## config.mk

```make
export PLATFORM = sky130hd
export DESIGN_NAME = led_matrix_scanner
export DESIGN_NICKNAME = d
export VERILOG_FILES = /design/src/rtl/led_matrix_scanner.sv
export SDC_FILE = /design/constraint.sdc
export NUM_CORES = 1
export LEC_CHECK = 0
export ABC_AREA = 1
export CAP_MARGIN = 20
export CORE_MARGIN = 2
export CORE_UTILIZATION = 55
export DETAILED_ROUTE_END_ITERATION = 6
export PLACE_DENSITY = 0.87
export SLEW_MARGIN = 10
export SYNTH_ARGS = -nofsm -noshare
export SYNTH_HDL_FRONTEND = slang
export SYNTH_SLANG_ARGS = --single-unit
export TNS_END_PERCENT = 10
```

## constraint.sdc

```tcl
create_clock -name clk -period 5.1 [get_ports clk]
set_input_delay 1.275 -clock clk [delete_from_list [all_inputs] [get_ports clk]]
set_output_delay 1.275 -clock clk [all_outputs]
set_load 0.01 [all_outputs]
```

## src/rtl/led_matrix_scanner.sv

```systemverilog
// Column-scanned ROWS x COLS LED matrix driver with per-column blanking,
// double-buffered frame loading and configurable pin polarity.
module led_matrix_scanner #(
  parameter int ROWS           = 8,
  parameter int COLS           = 8,
  parameter int DWELL_CYCLES   = 1000,
  parameter int BLANK_CYCLES   = 2,
  parameter bit ROW_ACTIVE_LOW = 1'b1,
  parameter bit COL_ACTIVE_LOW = 1'b0
) (
  input  logic                                  clk,
  input  logic                                  rst,
  input  logic                                  ena,
  input  logic [ROWS*COLS-1:0]                  cells,
  input  logic                                  frame_load,
  output logic                                  load_pending,
  output logic [ROWS-1:0]                       rows,
  output logic [COLS-1:0]                       cols,
  output logic [((COLS>1)?$clog2(COLS):1)-1:0]  col_index,
  output logic                                  frame_done
);

  localparam int unsigned CW      = (COLS > 1) ? $clog2(COLS) : 1;
  localparam int unsigned NCELL   = ROWS * COLS;
  localparam int unsigned CNT_MAX = (DWELL_CYCLES > BLANK_CYCLES) ? DWELL_CYCLES : BLANK_CYCLES;
  localparam int unsigned CNTW    = $clog2(CNT_MAX + 1);

  localparam logic [CNTW-1:0] DWELL_LAST = CNTW'(DWELL_CYCLES - 1);
  localparam logic [CNTW-1:0] BLANK_LAST = CNTW'((BLANK_CYCLES > 0) ? BLANK_CYCLES - 1 : 0);
  localparam logic [CW-1:0]   COL_LAST   = CW'(COLS - 1);
  localparam logic [ROWS-1:0] ROWS_OFF   = {ROWS{ROW_ACTIVE_LOW}};
  localparam logic [COLS-1:0] COLS_OFF   = {COLS{COL_ACTIVE_LOW}};

  if (ROWS < 1 || ROWS > 32 || COLS < 1 || COLS > 32) begin : g_bad_dims
    $error("led_matrix_scanner: ROWS and COLS must be in 1..32");
  end
  if (DWELL_CYCLES < 1) begin : g_bad_dwell
    $error("led_matrix_scanner: DWELL_CYCLES must be >= 1");
  end
  if (BLANK_CYCLES < 0) begin : g_bad_blank
    $error("led_matrix_scanner: BLANK_CYCLES must be >= 0");
  end

  typedef enum logic [1:0] {IDLE, BLANK, DRIVE} state_e;

  state_e           state_q, state_d;
  logic [CNTW-1:0]  cnt_q, cnt_d;
  logic [CW-1:0]    col_q, col_d;
  logic [NCELL-1:0] disp_q, disp_d;
  logic [NCELL-1:0] shadow_q, shadow_d;
  logic             pend_q, pend_d;
  logic [ROWS-1:0]  rows_q, rows_d;
  logic [COLS-1:0]  cols_q, cols_d;
  logic             fdone_q, fdone_d;

  logic             boundary;
  logic             wrap;
  logic [ROWS-1:0]  col_bits;
  logic [COLS-1:0]  col_onehot;

  always_ff @(posedge clk) begin
    if (rst) begin
      state_q  <= IDLE;
      cnt_q    <= '0;
      col_q    <= '0;
      disp_q   <= '0;
      shadow_q <= '0;
      pend_q   <= 1'b0;
      rows_q   <= ROWS_OFF;
      cols_q   <= COLS_OFF;
      fdone_q  <= 1'b0;
    end else begin
      state_q  <= state_d;
      cnt_q    <= cnt_d;
      col_q    <= col_d;
      disp_q   <= disp_d;
      shadow_q <= shadow_d;
      pend_q   <= pend_d;
      rows_q   <= rows_d;
      cols_q   <= cols_d;
      fdone_q  <= fdone_d;
    end
  end

  always_comb begin
    state_d    = state_q;
    cnt_d      = cnt_q;
    col_d      = col_q;
    disp_d     = disp_q;
    shadow_d   = shadow_q;
    pend_d     = pend_q;
    rows_d     = ROWS_OFF;
    cols_d     = COLS_OFF;
    fdone_d    = 1'b0;
    boundary   = 1'b0;
    wrap       = 1'b0;
    col_bits   = '0;
    col_onehot = '0;

    // Scan sequencing; the edge that starts the column-0 slot is the frame boundary
    if (!ena) begin
      state_d = IDLE;
      cnt_d   = '0;
      col_d   = '0;
    end else begin
      unique case (state_q)
        IDLE: begin
          boundary = 1'b1;
          cnt_d    = '0;
          col_d    = '0;
          state_d  = (BLANK_CYCLES == 0) ? DRIVE : BLANK;
        end
        BLANK: begin
          if (cnt_q == BLANK_LAST) begin
            state_d = DRIVE;
            cnt_d   = '0;
          end else begin
            cnt_d = cnt_q + CNTW'(1);
          end
        end
        DRIVE: begin
          if (cnt_q == DWELL_LAST) begin
            cnt_d   = '0;
            state_d = (BLANK_CYCLES == 0) ? DRIVE : BLANK;
            if (col_q == COL_LAST) begin
              col_d    = '0;
              boundary = 1'b1;
              wrap     = 1'b1;
            end else begin
              col_d = col_q + CW'(1);
            end
          end else begin
            cnt_d = cnt_q + CNTW'(1);
          end
        end
        default: state_d = IDLE;
      endcase
    end

    // Display buffer only changes at a boundary, so a column never mixes two frames
    if (frame_load) begin
      shadow_d = cells;
      if (boundary) begin
        disp_d = cells;
        pend_d = 1'b0;
      end else begin
        pend_d = 1'b1;
      end
    end else if (boundary && pend_q) begin
      disp_d = shadow_q;
      pend_d = 1'b0;
    end

    fdone_d = wrap;

    for (int c = 0; c < COLS; c++) begin
      col_onehot[c] = (col_d == CW'(c));
      for (int r = 0; r < ROWS; r++) begin
        if (col_d == CW'(c)) col_bits[r] = disp_d[r*COLS + c];
      end
    end

    if (state_d == DRIVE) begin
      rows_d = col_bits ^ ROWS_OFF;
      cols_d = col_onehot ^ COLS_OFF;
    end
  end

  assign load_pending = pend_q;
  assign rows         = rows_q;
  assign cols         = cols_q;
  assign col_index    = col_q;
  assign frame_done   = fdone_q;

endmodule

```

Yosys cells after proc, flatten, opt, wreduce, memory -nomap -nowiden
Cells that the tools add are included.

operators by class
  shift operators = 0
  $lt $le $gt $ge = 0
  divide/modulo/power cells = 0
  mux-type cells = 85
  equality and inequality tests = 13
  bitwise logic cells = 4
  add/sub/neg operators = 2
  reductions and logical operators = 8
  $mul = 0

operators by type and width
  cell                     number
  $mux W64                 3
  $mux W1                  70
  $pmux W10 S3             1
  $mux W10                 2
  $eq A3 B3 Y1 const B     5
  $add A10 B1 Y10 const B  1
  $eq A10 B1 Y1 const B    1
  $eq A10 B10 Y1 const B   1
  $mux W3                  3
  $not A8 Y8               1
  $eq A3 B2 Y1 const B     2
  $mux W2                  3
  $pmux W2 S3              1
  $pmux W3 S2              1
  $eq A2 B2 Y1 const B     2
  $reduce_or A2 Y1         2
  $add A3 B1 Y3 const B    1
  $eq A3 B1 Y1 const B     1
  $logic_not A3 Y1         1
  $not A1 Y1               3
  $reduce_bool A3 Y1       1
  $reduce_or A3 Y1         1
  $eq A2 B1 Y1 const B     1
  $logic_not A2 Y1         1
  other kinds (3)          3

storage, ports and cells
  memory bits (writable) = 0
  word-level logic and storage cells = 121
  memory bits (read-only) = 0
  bits in latches = 0
  memories = 0
  register bits after elaboration = 161

Depth between registers and ports, before layout
Gate-level depths: netlist of run 1.

  depth after elaboration = 17
  gate-level depth with buffers = 19
  gate-level depth less buffers = 18

Worst setup path after synthesis of run 1
No wires, ideal clock.

  kind = input to register
  start = input ena
  end = register rows_q[5] (netlist: rows[5])
  arrival = 2.629 ns
  required time = 4.985 ns
  cell stages on the path = 10
  slack = 2.356 ns
  path through = buf_2 inv_1 nor2_2 inv_1 nor2_1 and3_1 nand2_1 clkbuf_1 a21oi_1 nand2_1

on the way
  cells in the longest elaborated chain, start to end = 13
  elaborated cells on any way between the ends = 27
  classes of those cells = 8 x eq/ne; 14 x mux; 2 x bitwise; 3 x reduce/logical

ends and longest elaborated chain
  item                         line  RTL
  from (decl)                  13    input logic ena,
  $mux W1                      101   if (!ena) begin
  $logic_and A1 B1 Y1          149   end else if (boundary && pend_q) begin
  $mux W64                     149
  $mux W64                     141   if (frame_load) begin
  $mux W1 (8 in a row)         159   if (col_d == CW'(c)) col_bits[r] = disp_d[r*COLS + c];
  $not A8 Y8 (no source line)  n/a
  to (signal assigned)         79    rows_q <= rows_d;
  to (decl)                    52    logic [ROWS-1:0] rows_q, rows_d;

Several ways; a longest one is shown, not always the timed one.
A chain may end at the register's enable or synchronous reset.

Worst setup path in the final report of run 1
  start = input ena
  end = register rows_q[4] (netlist: rows[4])

The elaborated chain is that of the path after synthesis.

==> results of run 1 <==
==> cell type report <==
| type | count | share of cell area, % |
|---|---|---|
| Multi-Input combinational cell | 871 | 43.0 |
| Sequential cell | 161 | 34.4 |
| Timing Repair Buffer | 100 | 10.4 |
| Clock buffer | 23 | 5.31 |
| Inverter | 90 | 3.62 |
| Tap cell | 180 | 2.40 |
| Clock inverter | 9 | 0.854 |
==> stage by stage <==
stage                     utilization [%]  area [um^2]  setup WS [ns]
after floorplan                         -         7960           2.36
after global placement               62.9         8800           1.29
after detailed placement             62.9         8800           1.23
after CTS                            67.0         9380           1.62
after global routing                 67.0         9380           1.37
final                                67.0         9380           1.56
==> kinds of logic (layout without fill, tap and decap cells) <==
| logic type | Yosys count | after routing | synth area share [%] |
|---|---|---|---|
| AO/OA/AOI/OAI | 222 | 222 | 15.2 |
| AND/OR/NAND/NOR | 640 | 640 | 34.1 |
| buffers and inverters | 171 | 222 | 8.80 |
| adder cells (fa/ha/maj) | 8 | 8 | 1.26 |
| XOR/XNOR | 1 | 1 | 0.110 |
| flip-flops | 161 | 161 | 40.5 |
==> how the worst max path moves through the flow <==
stage / start / slack [ns] / end
detailed placement: ena / 1.23 / rows[0]
CTS: ena / 1.62 / rows[4]
global route: ena / 1.37 / rows[4]
global placement: ena / 1.29 / rows[0]
finish: ena / 1.56 / rows[4]
floorplan: ena / 2.36 / rows[5]
==> critical path: stages <==
cell and delay [ns]:
clkdlybuf4s50_1 0.86, inv_1 0.13, nor2_2 0.26, inv_1 0.16, nor2_1 0.25, and3_1 0.21, nand2_1 0.33, a21oi_1 0.29
nand2_1 0.09
==> metal layers <==
layer	global-route usage, %	vias to the layer above	part of all wire, %	routed length (um)
li1	-	3996	-	-
met1	37.7	3737	43	9220
met2	43.6	389	47	10000
met3	5.46	40	8.5	1830
met4	10.7	0	2.3	496
met5	0	-	0	0
==> power breakdown <==
group	leakage, nW	switching [W]	internal, W	total (W)
combinational	2.43	0.000245	0.000149	0.000394
clock	0.289	0.000513	0.000733	0.00125
sequential	1.33	0.0000334	0.00133	0.00136
total	4.05	0.000791	0.00221	0.00300
==> cell usage in the layout, fill, tap and decap left out, drive strengths merged <==
| master | netlist | routed |
|---|---|---|
| ha | 8 | 8 |
| inv | 89 | 88 |
| nand3 | 100 | 100 |
| clkinv | 1 | 9 |
| clkinvlp | 0 | 1 |
| o21ai | 96 | 96 |
| a2bb2oi | 1 | 1 |
| clkbuf | 45 | 23 |
| nand4 | 35 | 35 |
| o211ai | 12 | 12 |
| nand2 | 308 | 308 |
| o21bai | 5 | 5 |
| a32oi | 4 | 4 |
| nor4 | 3 | 3 |
| dfxtp | 161 | 161 |
| buf | 36 | 14 |
| a221oi | 1 | 1 |
| a211oi | 3 | 3 |
| clkdlybuf4s50 | 0 | 86 |
| xnor2 | 1 | 1 |
| bufinv | 0 | 1 |
| and3 | 1 | 1 |
| a311oi | 1 | 1 |
| a22oi | 1 | 1 |
| nor3 | 4 | 4 |
| a21oi | 87 | 87 |
| a2111oi | 1 | 1 |
| a31oi | 5 | 5 |
| nor2 | 189 | 189 |
| o21a | 5 | 5 |
==> state kept, by name, indices dropped and copies added (netlist names) <==
signal and flops:
col_index 3, cnt_q 10, frame_done 1, disp_q 64, shadow_q 64, load_pending 1, rows 8, cols 8
state_q 2
==> summary.txt, run 1 <==
Drt
  – 1st-pass router iterations: 6
  – Routed vias/inst: between 5 and 6
  – Vias: roughly 8000
  – Routed Antenna Nets: 0
  – DRC viols: 0
  – Routed WL per cell: 15.1 um
  – Final WL: around 22000 um
  – Initial DRC count: 993

Floorplanning
  – Die H: 124 um
  – Initial Util: about 57%
  – Total I/O pin count: 89
  – Die footprint: approximately 0.015 mm^2
  – Die Wd: roughly 120 um
  – Row cnt: 43
  – Core area: roughly 0.014 mm^2

Synth
  – Asr flop ratio synth: 0%
  – Ys Warns: 0
  – Mapped Avg Cell Area: 6.62 um^2
  – Syn Nets: around 1300
  – Post-synth top area cell: dfxtp_1
  – Top cells by count, synth: 300 x nand2_1, 183 x nor2_1, 161 x dfxtp_1, 98 x nand3_1, 96 x o21ai_0
  – Post-synth top flop: dfxtp_1
  – Sequential-to-total area share from yosys stat: 40.5%
  – Netlist cell types: 38
  – Synth area leaders: dfxtp_1 40%, nand2_1 14%, nor2_1 8.6%
  – Area of the mapped netlist: 0.00796 mm^2
  – Cell count after synthesis: ~1200
  – Yosys top cell area share: 40.5%
  – Post-synth EDFFs: 0
  – Most common cell in the netlist: nand2_1
  – FF+latch count, synth: approximately 160

Global route
  – Grt ovf: 0
  – Vias in the first global route: 7433
  – Total track usage: between 20 and 30%
  – Largest net degree at the start of global routing: 99
  – First-pass GRT wire length: approximately 36000 um
  – Number of antenna violations at the first check in global routing: 0

Critical path
  – Critical path required time: 5.42 ns
  – Worst Reg-to-Reg Cells: 13
  – Reg2Reg Setup Slack: between 2 and 2.5 ns
  – Beginning of the worst register-to-register path: state_q[0]
  – CP Launch Type: primary input
  – CP Capture Type: register
  – R2r endpoint: rows[3]
  – Worst-path maximum fanout: 16
  – Critical Path AT: between 3 and 4 ns
  – CP Class: in2reg

Hold path
  – Hold Path End: shadow_q[39]
  – Hold/Removal Path Class: reg2reg
  – Hold Path Cell Cnt: 2
  – HP Start: shadow_q[39]

Cells and area
  – Antenna cells: 0
  – Fillers: 1205
  – Final Non-Filler Cells: between 1000 and 1500
  – Area Growth Syn to Fin: 17.8%
  – Nets: approximately 1300
  – Area of the multi-input gates: 0.00404 mm^2
  – FF+latch area: ~0.0032 mm^2
  – Share of cells above drive strength 1: 5.42%

CTS
  – H-tree depth: 4
  – Cts repair resizes: 0
  – CTS tree: yes
  – Worst-case clock buffer depth: 2
  – Clock sinks: ~160
  – Post-CTS setup buffer count: 0
  – Cts hold-fix bufs: 0
  – Reg clk slew, reported paths: ~0.06 ns
  – TritonCTS buffer count: 17
  – CTS root buffer: clkbuf_16
  – Clock Latency Late Sink: between 0.4 and 0.5 ns

STA
  – Setup TNS: 0 ns
  – # setup viols final: 0
  – Fin crit share: 69.5%
  – Hold Fails Final Rpt: 0
  – Max Freq: 0.282 GHz
  – Worst Skew: around 0.0067 ns
  – Crit path time final: 3.54 ns
  – Final hold slack: 0.457 ns
  – Max_slew headroom: 46.0%
  – RSZ-0062 raised after global routing: no
  – Pins Over Slew Limit: 0
  – Pin slew with the least headroom to its limit: slightly above 0.8 ns

Run
  – Max-cap violations: 0

Place
  – Routability cong.: around 0.86
  – I/O Buffers: 88
  – Post-placement cell count: 1402
  – DP HPWL: approximately 13000 um

Power and ir drop
  – Power Dens Cells: approximately 320 mW/mm^2
  – Final Power: ~0.003 W
  – Peak supply drop: approximately 0.00027 V
  – Leak pwr: ~4.0 nW

Run status
  – Status: finished clean
No activity file was read; power rests on OpenSTA's default activity.
==> inputs of run 2 (changes only) <==
--- a/config.mk
+++ b/config.mk
@@ -8,9 +8,9 @@
 export ABC_AREA = 1
 export CAP_MARGIN = 20
 export CORE_MARGIN = 2
-export CORE_UTILIZATION = 55
+export CORE_UTILIZATION = 51
 export DETAILED_ROUTE_END_ITERATION = 6
-export PLACE_DENSITY = 0.87
+export PLACE_DENSITY = 0.85
 export SLEW_MARGIN = 10
 export SYNTH_ARGS = -nofsm -noshare
 export SYNTH_HDL_FRONTEND = slang
==> constraint.sdc (replaced) <==
create_clock -name clk -period 3.1 [get_ports clk]
set_input_delay 0.775 -clock clk [delete_from_list [all_inputs] [get_ports clk]]
set_output_delay 0.775 -clock clk [all_outputs]
set_load 0.01 [all_outputs]
==> run 2 against run 1 <==
Worst setup slack worse by 1.2 ns. Critical path depth up 1. Core utilization down 4.3 points. Non-clock buffer count up 14. Flip-flop and latch count unchanged. Die area up 7.6%. Register-to-register slack worse by 1.5 ns. Combinational power up 71%. Total power up 63%. Critical endpoint is now rows[6].
==> summary.txt, run 2 (synthesis gave the netlist of run 1 again) <==
Drt
  – DRC viols: 0 (unchanged)
  – Final WL: 22200 um (+2.7%)
  – Routed vias/inst: 5.65 (-0.70%)
  – 1st-pass router iterations: 7 (+1)
  – Routed WL per cell: 15.2 um (+1.3%)
  – Initial DRC count: 986 (-0.70%)
  – Routed Antenna Nets: 0 (unchanged)
  – Vias: 8218 (+0.69%)

Floorplanning
  – Core area: 0.0152 mm^2 (+8.7%)
  – Die Wd: 129 um (+3.7%)
  – Total I/O pin count: 89 (unchanged)
  – Row cnt: 45 (+4.7%)
  – Initial Util: 52.4% (-4.5 points)
  – Die H: 129 um (+3.7%)
  – Die footprint: 0.0166 mm^2 (+7.6%)

Cells and area
  – Fillers: 1290 (+7.1%)
  – Largest registers: disp_q: 64 flops, shadow_q: 64 flops, cnt_q: 10 flops
  – Area Growth Syn to Fin: 19.9%
  – Antenna cells: 0 (unchanged)
  – Design Area, Final: 0.00954 mm^2 (+1.7%)
  – Commonest non-fill, non-tap cells in the layout: 300 x nand2_1, 183 x nor2_1, 161 x dfxtp_1, 98 x nand3_1, 96 x o21ai_0
  – Share of cells above drive strength 1: 6.08% (+0.66 points)
  – Nets: 1331 (+1.1%)
  – Final Util: 62.8% (-4.3 points)
  – Most common cell after layout, fill and taps aside: nand2_1

CTS
  – Post-CTS setup buffer count: 0 (unchanged)
  – TritonCTS buffer count: 17 (unchanged)
  – Clock sinks: 161 (unchanged)
  – Worst-case clock buffer depth: 2 (unchanged)
  – Reg clk slew, reported paths: 0.06 ns (about the same)
  – Clock Latency Late Sink: 0.43 ns (about the same)
  – H-tree depth: 4 (unchanged)
  – Cts repair resizes: 0 (unchanged)
  – CTS root buffer: clkbuf_16
  – Cts hold-fix bufs: 0 (unchanged)
  – CTS tree: yes

Global route
  – Largest net degree at the start of global routing: 124 (+25%)
  – Number of antenna violations at the first check in global routing: 0 (unchanged)
  – Vias in the first global route: 7573 (+1.9%)
  – Total track usage: 27.2% (-0.54 points)
  – First-pass GRT wire length: 36400 um (+1.8%)
  – Grt ovf: 0 (unchanged)

Hold path
  – HP Start: shadow_q[15]
  – Hold Path End: shadow_q[15]
  – Hold/Removal Path Class: reg2reg
  – Hold Path Cell Cnt: 2 (unchanged)

Place
  – Post-placement cell area: 0.00900 mm^2 (+2.3%)
  – Pre-CTS setup slack: 0.172 ns (-1.06 ns)
  – DP HPWL: 14200 um (+5.8%)
  – Routability cong.: 0.846 (-1.1%)
  – I/O Buffers: 88 (unchanged)

Critical path
  – Critical Path AT: 3.02 ns (-0.84 ns)
  – Critical path required time: 3.41 ns (-2.01 ns)
  – CP Capture Type: register
  – Worst-path maximum fanout: 42 (+26)
  – CP Class: in2reg
  – Beginning of the worst register-to-register path: cnt_q[0]
  – CP Launch Type: primary input
  – Worst Reg-to-Reg Cells: 16 (+3)
  – R2r endpoint: rows[6]
  – Reg2Reg Setup Slack: 0.55 ns (-1.46 ns)

STA
  – # setup viols final: 0 (unchanged)
  – Pins Over Slew Limit: 0 (unchanged)
  – Setup TNS: 0 ns (unchanged)
  – Final WS setup: 0.396 ns (-1.16 ns)
  – Worst Skew: 0.0106 ns (+0.00392 ns)
  – Pin slew with the least headroom to its limit: 0.799 ns (-0.0104 ns)
  – Fin crit share: approximately 87%
  – Hold Fails Final Rpt: 0 (unchanged)
  – RSZ-0062 raised after global routing: no
  – Crit path time final: ~2.7 ns
  – Max Freq: 0.370 GHz
  – Max_slew headroom: 46.7% (+0.75 points)

Run status
  – Status: finished clean

Power and ir drop
  – Peak supply drop: 0.000431 V (+61%)
  – Leak pwr: 4.13 nW (+1.9%)
  – Power Dens Cells: 512 mW/mm^2 (+60%)

Run
  – Max-cap violations: 0 (unchanged)
[run 2: changes by cell type in the layout (fill, tap and decap cells not counted), sizes merged]
cell | previous run | this run
clkbuf | 23 | 24
buf | 14 | 28
clkinv | 9 | 6
[run 2: power by group]
| part | switching [W] | internal (W) | total, W |
|---|---|---|---|
| Sequential | 0.0000563 | 0.00219 | 0.00224 |
| Clock | 0.000814 | 0.00115 | 0.00197 |
| Combinational | 0.000406 | 0.000267 | 0.000672 |
[run 2: critical path: stages]
cell and delay (ns):
clkdlybuf4s50_1 0.51, buf_12 0.23, inv_1 0.09, nor2_2 0.13, inv_1 0.13, nor2_1 0.17, and3_1 0.22, nand2_1 0.35
a21oi_1 0.31, nand2_1 0.09
[run 2: layout make-up]
type,count,area (um^2),share of cell area (%)
Timing Repair Buffer,114,1170,12.2
Sequential cell,161,3220,33.8
Clock buffer,24,482,5.05
Tap cell,188,235,2.47
Multi-Input combinational cell,871,4040,42.3
Inverter,90,339,3.55
Clock inverter,6,57.6,0.603
[run 2: stage by stage]
stage	cells	hold WS [ns]	total power [W]
2_1_floorplan	1203	0.425	0.00270
3_3_place_gp	1424	0.439	0.00292
3_5_place_dp	1424	0.438	0.00294
4_1_cts	1454	0.448	0.00488
5_1_grt	1454	0.459	0.00506
6_report	1454	0.446	0.00488
[run 2: worst max-delay path by stage]
stage	start	endpoint	cells after the start
after floorplan	ena	rows[5]	10
after global placement	ena	rows[0]	10
after detailed placement	ena	rows[4]	10
after CTS	ena	rows[6]	10
after global routing	ena	rows[6]	10
final	ena	rows[6]	10
[run 2: per-layer routing]
layer / part of all wire, % / track usage, % / wire (um)
met5: 0 / 0 / 0
met4: 2.5 / 11.4 / 559
met3: 7.5 / 4.28 / 1670
met2: 47 / 43.9 / 10400
met1: 43 / 36.3 / 9510
